--- config.mk ---
export PLATFORM = sky130hd
export DESIGN_NAME = alu_seq
export DESIGN_NICKNAME = d
export VERILOG_FILES = /design/src/rtl/alu_seq.sv
export SDC_FILE = /design/constraint.sdc
export NUM_CORES = 1
export LEC_CHECK = 0
export BUFFER_PORTS_ARGS = -buffer_cell sky130_fd_sc_hd__buf_2
export CAP_MARGIN = 0
export CORE_MARGIN = 5
export CORE_UTILIZATION = 40
export DETAILED_ROUTE_END_ITERATION = 7
export GPL_ROUTABILITY_DRIVEN = 0
export PLACE_DENSITY_LB_ADDON = 0.05
export SKIP_LAST_GASP = 1
export SYNTH_ARGS = -nofsm -noshare
export SYNTH_HDL_FRONTEND = slang
export SYNTH_SLANG_ARGS = --single-unit
--- constraint.sdc ---
create_clock -name clk -period 5 [get_ports clk]
set_input_delay 1 -clock clk [delete_from_list [all_inputs] [get_ports clk]]
set_output_delay 1 -clock clk [all_outputs]
set_load 0.005 [all_outputs]
--- src/rtl/alu_seq.sv ---
// Handshaked ALU: captures a/b/s on in_valid&&in_ready and holds a 2*WIDTH-bit result plus zero/carry flags.
// Latency: 1 cycle for logic/arith ops, WIDTH+1 cycles for MUL (shift-add, one multiplier bit per cycle).
// Backpressure: DONE holds y/flags until out_ready; in_ready is low while BUSY or DONE, so nothing is queued.
module alu_seq #(
    parameter int WIDTH = 4
) (
    input  logic                 clk,
    input  logic                 rst_n,
    input  logic                 in_valid,
    output logic                 in_ready,
    input  logic [WIDTH-1:0]     a,
    input  logic [WIDTH-1:0]     b,
    input  logic [2:0]           s,
    output logic                 out_valid,
    input  logic                 out_ready,
    output logic [2*WIDTH-1:0]   y,
    output logic                 zero,
    output logic                 carry
);
    localparam int RW = 2 * WIDTH;
    localparam int CW = $clog2(WIDTH);

    localparam logic [2:0] OP_ADD = 3'b000;
    localparam logic [2:0] OP_SUB = 3'b001;
    localparam logic [2:0] OP_MUL = 3'b010;
    localparam logic [2:0] OP_AND = 3'b011;
    localparam logic [2:0] OP_OR  = 3'b100;
    localparam logic [2:0] OP_XOR = 3'b101;
    localparam logic [2:0] OP_SHL = 3'b110;
    localparam logic [2:0] OP_NOT = 3'b111;

    typedef enum logic [1:0] {
        IDLE = 2'b00,
        BUSY = 2'b01,
        DONE = 2'b10
    } state_t;

    state_t          r_state;
    state_t          w_state_nxt;

    logic [RW-1:0]    r_y;
    logic             r_zero;
    logic             r_carry;
    logic [RW-1:0]    r_acc;
    logic [RW-1:0]    r_mcand;
    logic [WIDTH-1:0] r_mplier;
    logic [CW-1:0]    r_cnt;

    logic             w_accept;
    logic             w_mul_last;
    logic [WIDTH:0]   w_sum;
    logic [WIDTH:0]   w_diff;
    logic [RW-1:0]    w_a_ext;
    logic [RW-1:0]    w_b_ext;
    logic             w_shl_oor;
    logic [RW-1:0]    w_res;
    logic             w_carry;
    logic [RW-1:0]    w_acc_nxt;

    assign w_accept   = in_valid && (r_state == IDLE);
    assign w_mul_last = (r_state == BUSY) && (r_cnt == CW'(WIDTH - 1));

    assign w_sum     = {1'b0, a} + {1'b0, b};
    assign w_diff    = {1'b0, a} - {1'b0, b};
    assign w_a_ext   = {{WIDTH{1'b0}}, a};
    assign w_b_ext   = {{WIDTH{1'b0}}, b};
    assign w_shl_oor = (32'(b) >= 32'(RW));

    // Single-cycle result; MUL is produced by the iterative datapath instead.
    always_comb begin
        w_res   = '0;
        w_carry = 1'b0;
        case (s)
            OP_ADD: begin
                w_res   = {{(WIDTH-1){1'b0}}, w_sum};
                w_carry = w_sum[WIDTH];
            end
            OP_SUB: begin
                w_res   = {{WIDTH{1'b0}}, w_diff[WIDTH-1:0]};
                w_carry = w_diff[WIDTH];
            end
            OP_MUL: w_res = '0;
            OP_AND: w_res = w_a_ext & w_b_ext;
            OP_OR:  w_res = w_a_ext | w_b_ext;
            OP_XOR: w_res = w_a_ext ^ w_b_ext;
            OP_SHL: w_res = w_shl_oor ? '0 : (w_a_ext << b);
            OP_NOT: w_res = {{WIDTH{1'b0}}, ~a};
            default: w_res = '0;
        endcase
    end

    assign w_acc_nxt = r_acc + (r_mplier[0] ? r_mcand : '0);

    always_ff @(posedge clk or negedge rst_n) begin
        if (!rst_n) begin
            r_state <= IDLE;
        end else begin
            r_state <= w_state_nxt;
        end
    end

    always_comb begin
        w_state_nxt = r_state;
        case (r_state)
            IDLE: begin
                if (w_accept) begin
                    w_state_nxt = (s == OP_MUL) ? BUSY : DONE;
                end
            end
            BUSY: begin
                if (w_mul_last) begin
                    w_state_nxt = DONE;
                end
            end
            DONE: begin
                if (out_ready) begin
                    w_state_nxt = IDLE;
                end
            end
            default: w_state_nxt = IDLE;
        endcase
    end

    // y/flags only change on a non-MUL accept or the last multiply iteration, so they hold through DONE and IDLE.
    always_ff @(posedge clk or negedge rst_n) begin
        if (!rst_n) begin
            r_y      <= '0;
            r_zero   <= 1'b0;
            r_carry  <= 1'b0;
            r_acc    <= '0;
            r_mcand  <= '0;
            r_mplier <= '0;
            r_cnt    <= '0;
        end else if (w_accept) begin
            if (s == OP_MUL) begin
                r_acc    <= '0;
                r_mcand  <= w_a_ext;
                r_mplier <= b;
                r_cnt    <= '0;
            end else begin
                r_y     <= w_res;
                r_zero  <= (w_res == '0);
                r_carry <= w_carry;
            end
        end else if (r_state == BUSY) begin
            r_acc    <= w_acc_nxt;
            r_mcand  <= r_mcand << 1;
            r_mplier <= r_mplier >> 1;
            r_cnt    <= r_cnt + 1'b1;
            if (w_mul_last) begin
                r_y     <= w_acc_nxt;
                r_zero  <= (w_acc_nxt == '0);
                r_carry <= 1'b0;
            end
        end
    end

    assign in_ready  = (r_state == IDLE);
    assign out_valid = (r_state == DONE);
    assign y         = r_y;
    assign zero      = r_zero;
    assign carry     = r_carry;

endmodule

==> impl_metrics.yaml, run 1 <==
synth:
  synth_top_cells_by_area: "sky130_fd_sc_hd__dfrtp_1, sky130_fd_sc_hd__ha_1, sky130_fd_sc_hd__mux2i_1"
  avgSynthCellArea_um2: 8.95
  synthMuxAreaShare_pct: 6.35
  synth.lib_cells_used.distinct: 48
  synth_top_area_cell: "sky130_fd_sc_hd__dfrtp_1"
  synth_simple_gate_area_share_pct: 16.9
  synthesis.yosys.warnings: 0
  synth_edf_count: 0
  synth_adder_area_share_pct: 12.6
  yosys_most_used_dff: "sky130_fd_sc_hd__dfrtp_1"
  synth-seq-area-share_pct: 33.2
  asyncSetResetFlopFracSynth_pct: 100
  synth.ff_latch_count: 34
  yosys.area_share.xor_xnor_pct: 2.39
  netlist.area_leader.share_pct: 33.2
  synth_compound_gate_area_share_pct: 22.3
  syn_inst: 286
  synth.cell_area_um2: 2560
  synthesis.nets: 325
  synth_top_family_by_area: "compound AO/OA/AOI/OAI gates"
critical_path:
  crit_start: "b[2]"
  crit_path_start_kind: "primary input"
  critical_path_arrival_ns: 2.92
  critical_path.max_fanout: 10
  critical_path_required_ns: 5.22
  timing.rr.start: "r_mplier[0]"
  critPathKind: "in2reg"
  crit_path_end_kind: "flop"
power:
  finalPower_mw: 1.10
  leakage_nw: 1.37
  power.ir.vdd_worst_uv: 260
  p_per_area_nw_per_um2: 391
clocking:
  clk_latency_ns: 0.29
  cts_htree_levels: 2
  number_of_sinks_on_the_clock_net: 34
  cts.repair_timing.setup_buffer_count: 0
  clk_root_buffer_cell: "sky130_fd_sc_hd__clkbuf_8"
  tritoncts_clock_tree: "built"
  cts.repair.resized: 0
  cts_made_buffers: 5
  max-clock-path-buffers: 2
  cts_clock_pin_slew_for_the_worst_setup_and_hold_paths_ns: 0.07
  cts_hold_repair.buffers: 0
grt:
  gr-usage-all-layers_pct: 15.7
  number_of_antenna_violations_at_the_first_check_in_global_routing: 0
  met2_usage_pct: 24.3
  grt_overflow: 0
  grt_util_met3_pct: 3.51
  grt.met1_usage_pct: 22.0
  grt_busiest_layer: "met2"
  grt_pass1_vias: 2064
  grt_pass1_wl_mm: 10.5
  grt_max_degree: 35
finish:
  flow.area_growth_from_synthesis_pct: 9.43
  layout_commonest_cell: "sky130_fd_sc_hd__dfrtp_1"
  filler_instances: 633
  nNetsFinal: 344
  final-instance-count-excl-fill: 383
  antenna-diode-count: 0
  post-route-cell-area_um2: 2800
  postLayoutCoreUtil_pct: 44.6
  top_library_cells_by_usage_in_the_layout_fill_and_taps_aside: "sky130_fd_sc_hd__dfrtp_1, sky130_fd_sc_hd__nand2_1, sky130_fd_sc_hd__buf_2"
  drive_gt1_share_pct: 13.7
drt:
  drt-total-wl_mm: 6.26
  dr_total_vias: 2084
  post_drt_via_cell_ratio: 5.44
  firstDrtPassIters: 7
  remaining_number_of_nets_flagged_by_the_antenna_check_after_routing: 0
  drt_iter0_drc: 74
  drt-wirelength-per-cell_um: 16.3
  post-route-drc-count: 0
timing:
  max_slew_violations: 0
  rsz0062_at_grt: "no"
  max_freq_ghz: 0.371
  setup-tns-final_ns: 0
  final-hold-violation-count: 0
  max_slew.worst_pin.slew_ns: 0.775
  finalSetupViolCount: 0
  worst_slew_margin_relative_to_its_limit_pct: 48.3
  clock_skew_ns: 0.00933
  post-route-min-period_ns: 2.70
  worst_slack_ns: 2.30
  worst_hold_slack_ns: 0.481
  fin_crit_sh_pct: 54.0
floorplanning:
  core-area_um2: 6280
  fp-row-count: 29
  fp.dieH_um: 90
  die_w_um: 90
  starting_utilization_of_the_core_area_pct: 40.8
  pin_count: 27
  dieArea_um2: 8100
run:
  max_cap_viol: 0
worst_hold_path:
  hold_start: "y[5]"
  hold_path.class: "reg2reg"
place:
  place.port_buffers: 26
  place.detailed.instances: 375
  preCtsSetupSlack_ns: 2.01
  place_area_um2: 2710
  place.detailed.hpwl_mm: 4.76
run_status:
  outcome: "finished, final reports clean"
[metal layers]
| metal | share of wire, % | wire length [µm] |
|---|---|---|
| met1 | 49 | 3090 |
| met2 | 46 | 2850 |
| met3 | 3.5 | 222 |
| met4 | 1.5 | 94 |
| met5 | 0 | 0 |
[worst max-delay path, cell delays in order]
cell	delay (ns)
sky130_fd_sc_hd__buf_2	0.20
sky130_fd_sc_hd__inv_1	0.16
sky130_fd_sc_hd__ha_1	0.40
sky130_fd_sc_hd__inv_1	0.09
sky130_fd_sc_hd__a21oi_1	0.18
sky130_fd_sc_hd__mux2i_1	0.20
sky130_fd_sc_hd__a22oi_1	0.14
sky130_fd_sc_hd__nor4_1	0.30
sky130_fd_sc_hd__nand4_1	0.14
sky130_fd_sc_hd__nand3_1	0.09
[report_power, final]
part / internal, mW / total, mW / switching [mW]
combinational: 0.190 / 0.436 / 0.245
clock: 0.111 / 0.216 / 0.105
sequential: 0.376 / 0.444 / 0.0686
[cell families (layout without fill, tap and decap cells)]
group | count (synthesis) | count (layout)
simple gates | 88 | 88
compound gates | 86 | 86
flops | 34 | 34
buf+inv | 31 | 51
fa+ha+maj | 24 | 24
mux | 16 | 16
xor+xnor | 7 | 7
[state kept, by name (all words and copies together), names as in the netlist]
name and cells:
r_acc 8, r_mcand 8, y 8, r_mplier 4
r_cnt 2, r_state 2, carry 1, zero 1
[synth_stat cells (2+ instances only)]
cell and count:
sky130_fd_sc_hd__a31oi_1 3, sky130_fd_sc_hd__nor2_1 19, sky130_fd_sc_hd__buf_2 4, sky130_fd_sc_hd__clkbuf_1 6
sky130_fd_sc_hd__ha_1 21, sky130_fd_sc_hd__nor3_1 10, sky130_fd_sc_hd__nand3_1 4, sky130_fd_sc_hd__nand4_1 2
sky130_fd_sc_hd__and2_1 9, sky130_fd_sc_hd__xor2_1 3, sky130_fd_sc_hd__a21o_1 6, sky130_fd_sc_hd__a2bb2oi_1 2
sky130_fd_sc_hd__buf_4 4, sky130_fd_sc_hd__or3_1 2, sky130_fd_sc_hd__a211oi_1 5, sky130_fd_sc_hd__fa_1 3
sky130_fd_sc_hd__a22o_1 11, sky130_fd_sc_hd__o31ai_1 3, sky130_fd_sc_hd__o211ai_1 2, sky130_fd_sc_hd__nor4b_1 2
sky130_fd_sc_hd__o21a_1 2, sky130_fd_sc_hd__nor2b_1 3, sky130_fd_sc_hd__mux2i_1 14, sky130_fd_sc_hd__buf_6 3
sky130_fd_sc_hd__dfrtp_1 34, sky130_fd_sc_hd__nand2_1 27, sky130_fd_sc_hd__inv_1 14, sky130_fd_sc_hd__a21oi_1 21
sky130_fd_sc_hd__mux2_2 2, sky130_fd_sc_hd__o21bai_1 3, sky130_fd_sc_hd__o21ai_0 19, sky130_fd_sc_hd__nand2b_1 4
sky130_fd_sc_hd__xnor2_1 4
[area by class of cell]
cell class	instances	area [µm²]	share of cell area (%)
clock buffer	6	82.6	2.95
clock inverter	2	12.5	0.447
inverter	14	52.6	1.88
multi-input combinational	221	1550	55.5
sequential	34	851	30.4
tap	77	96.3	3.44
timing repair buffer	29	153	5.45
[path summary, 6_finish.rpt]
check	slack [ns]	cells after the start	end
worst max-delay path	2.30	10	zero
worst min-delay path	0.48	2	y[5]
worst max register to register	2.43	10	y[6]
worst min register to register	0.48	2	y[5]
max in group asynchronous	3.72	1	r_mplier[3]
min in group asynchronous	0.79	1	y[4]
No activity file was read; power rests on OpenSTA's default activity.
==> run 2: changes to the inputs <==
- clock period: 5 -> 2.48 ns (I/O delays scaled with it)
==> impl_metrics.yaml, run 2 (synthesis results as in run 1) <==
run_status:
  outcome: "finished, final reports clean"
place:
  preCtsSetupSlack_ns: 0.0290
  place.detailed.hpwl_mm: 4.90
  place.port_buffers: 26
timing:
  max_freq_ghz: 0.424
  finalSetupViolCount: 0
  worst_slack_ns: 0.121
  clock_skew_ns: 0.00354
  fin_crit_sh_pct: 95.1
  final-hold-violation-count: 0
  max_slew.worst_pin.slew_ns: 0.773
  max_slew_violations: 0
  post-route-min-period_ns: 2.36
  rsz0062_at_grt: "yes"
  worst_slew_margin_relative_to_its_limit_pct: 48.5
critical_path:
  critical_path_required_ns: 2.70
  crit_start: "r_mplier[0]"
  critical_path.max_fanout: 8
  crit_path_start_kind: "flop"
  critPathKind: "reg2reg"
  critical_path.most_common_cell: "sky130_fd_sc_hd__a21oi_1"
  timing.rr.start: "r_mplier[0]"
  critical_path_arrival_ns: 2.58
  cpMaxStageDelayCell: "sky130_fd_sc_hd__dfrtp_1"
  cp_cell_sequence: "buf_4 -> and2_1 -> ha_1 -> a211oi_1 -> nor2_1 -> o21ai_0 -> a21oi_1 -> xnor2_2 -> o21a_1 -> a21oi_1"
  max_stage_delay_ns: 0.37
  crit_path_end_kind: "flop"
drt:
  remaining_number_of_nets_flagged_by_the_antenna_check_after_routing: 0
  post_drt_via_cell_ratio: 5.43
  drt-wirelength-per-cell_um: 16.3
  drt_iter0_drc: 92
  dr_total_vias: 2152
  firstDrtPassIters: 4
  drt-total-wl_mm: 6.44
  post-route-drc-count: 0
clocking:
  tritoncts_clock_tree: "built"
  cts_made_buffers: 5
  number_of_sinks_on_the_clock_net: 34
  max-clock-path-buffers: 2
  clk_latency_ns: 0.29
  cts_htree_levels: 2
  clk_root_buffer_cell: "sky130_fd_sc_hd__clkbuf_8"
  cts_clock_pin_slew_for_the_worst_setup_and_hold_paths_ns: 0.08
finish:
  flow.area_growth_from_synthesis_pct: 14.1
  nNetsFinal: 357
  top_library_cells_by_usage_in_the_layout_fill_and_taps_aside: "sky130_fd_sc_hd__dfrtp_1, sky130_fd_sc_hd__nand2_1, sky130_fd_sc_hd__buf_2"
  multiInputGateArea_um2: 1560
  antenna-diode-count: 0
  postLayoutCoreUtil_pct: 46.5
  sequential_cell_area_um2: 851
  drive_gt1_share_pct: 17.9
  layout_commonest_cell: "sky130_fd_sc_hd__dfrtp_1"
  filler_instances: 647
floorplanning:
  pin_count: 27
  core-area_um2: 6280
  fp-row-count: 29
  starting_utilization_of_the_core_area_pct: 40.8
  die_w_um: 90
  dieArea_um2: 8100
  fp.dieH_um: 90
grt:
  gr-usage-all-layers_pct: 16.4
  grt_pass1_vias: 2198
  grt_overflow: 0
  number_of_antenna_violations_at_the_first_check_in_global_routing: 0
  grt_max_degree: 35
  grt_pass1_wl_mm: 11.1
power:
  power.switching_mw: 0.865
  cellInternalPower_mw: 1.41
  power.clock.fraction_pct: 19.4
  leakage_nw: 1.43
  p_per_area_nw_per_um2: 779
  power.sequential.fraction_pct: 38.8
  combPwrFrac_pct: 41.8
  power.ir.vdd_worst_uv: 414
  switch_share_pct: 38.0
worst_hold_path:
  hold_path.class: "in2async"
run:
  max_cap_viol: 0
==> run 2: cell types whose count changed in the layout (fill, tap and decap cells not counted), sizes merged <==
cell,change
buf,+13
==> run 2: worst paths after layout <==
check,endpoint,slack (ns),depth (start not counted)
min in group clk,r_state[1],0.39,2
max in group asynchronous,r_acc[0],1.71,1
hold reg to reg,y[1],0.48,1
hold / removal,y[4],0.28,1
setup reg to reg,y[7],0.12,10
setup / recovery,y[7],0.12,10
==> run 2: critical path, delay by kind of cell (launching register included) <==
kind            cells  cell delay, ns
flops               1            0.37
compound gates      5            1.00
fa+ha+maj           1            0.30
buf+inv             1            0.15
xor+xnor            1            0.19
simple gates        2            0.27
==> run 2: routing by layer <==
layer  vias up  track usage, %  routed length [µm]
met1      1023            23.0                3260
met5         -               0                   0
met4         0            4.09                  56
met2        34            25.9                2940
met3         5            3.42                 195
li1       1090               -                   -
==> run 2: power by group through the flow <==
stage	registers, mW	clock network [mW]	logic, mW
floorplan	0.879	0	0.630
global placement	0.890	0	0.947
detailed placement	0.895	0	0.958
CTS	0.884	0.463	0.962
global route	0.918	0.482	1.08
finish	0.882	0.442	0.951
==> run 2: what timing repair did <==
action / CTS / global route
hold endpoints to repair: 0 / 0
hold buffers: 0 / 0
endpoints found under the setup margin: 0 / 3
setup buffers: 0 / 0
gates resized for setup: 0 / 2
==> run 2: cell type report <==
| type | instances | share of cell area (%) |
|---|---|---|
| repair buffers | 42 | 8.99 |
| clock buffers | 6 | 2.83 |
| clock inverters | 2 | 0.428 |
| flip-flops and latches | 34 | 29.1 |
| inverters | 14 | 1.80 |
| well taps | 77 | 3.30 |
| multi-input cells | 221 | 53.5 |
==> run 2: stage by stage <==
step / hold WS [ns] / instance area (µm²) / power (mW) / instances / TNS (ns)
3_3_place_gp: 0.457 / 2820 / 1.84 / 388 / 0
2_1_floorplan: 0.200 / 2560 / 1.51 / 286 / 0
4_1_cts: 0.304 / 2910 / 2.31 / 396 / 0
6_report: 0.278 / 2920 / 2.28 / 396 / 0
3_5_place_dp: 0.469 / 2820 / 1.85 / 388 / 0
5_1_grt: 0.344 / 2920 / 2.48 / 396 / -0.0181
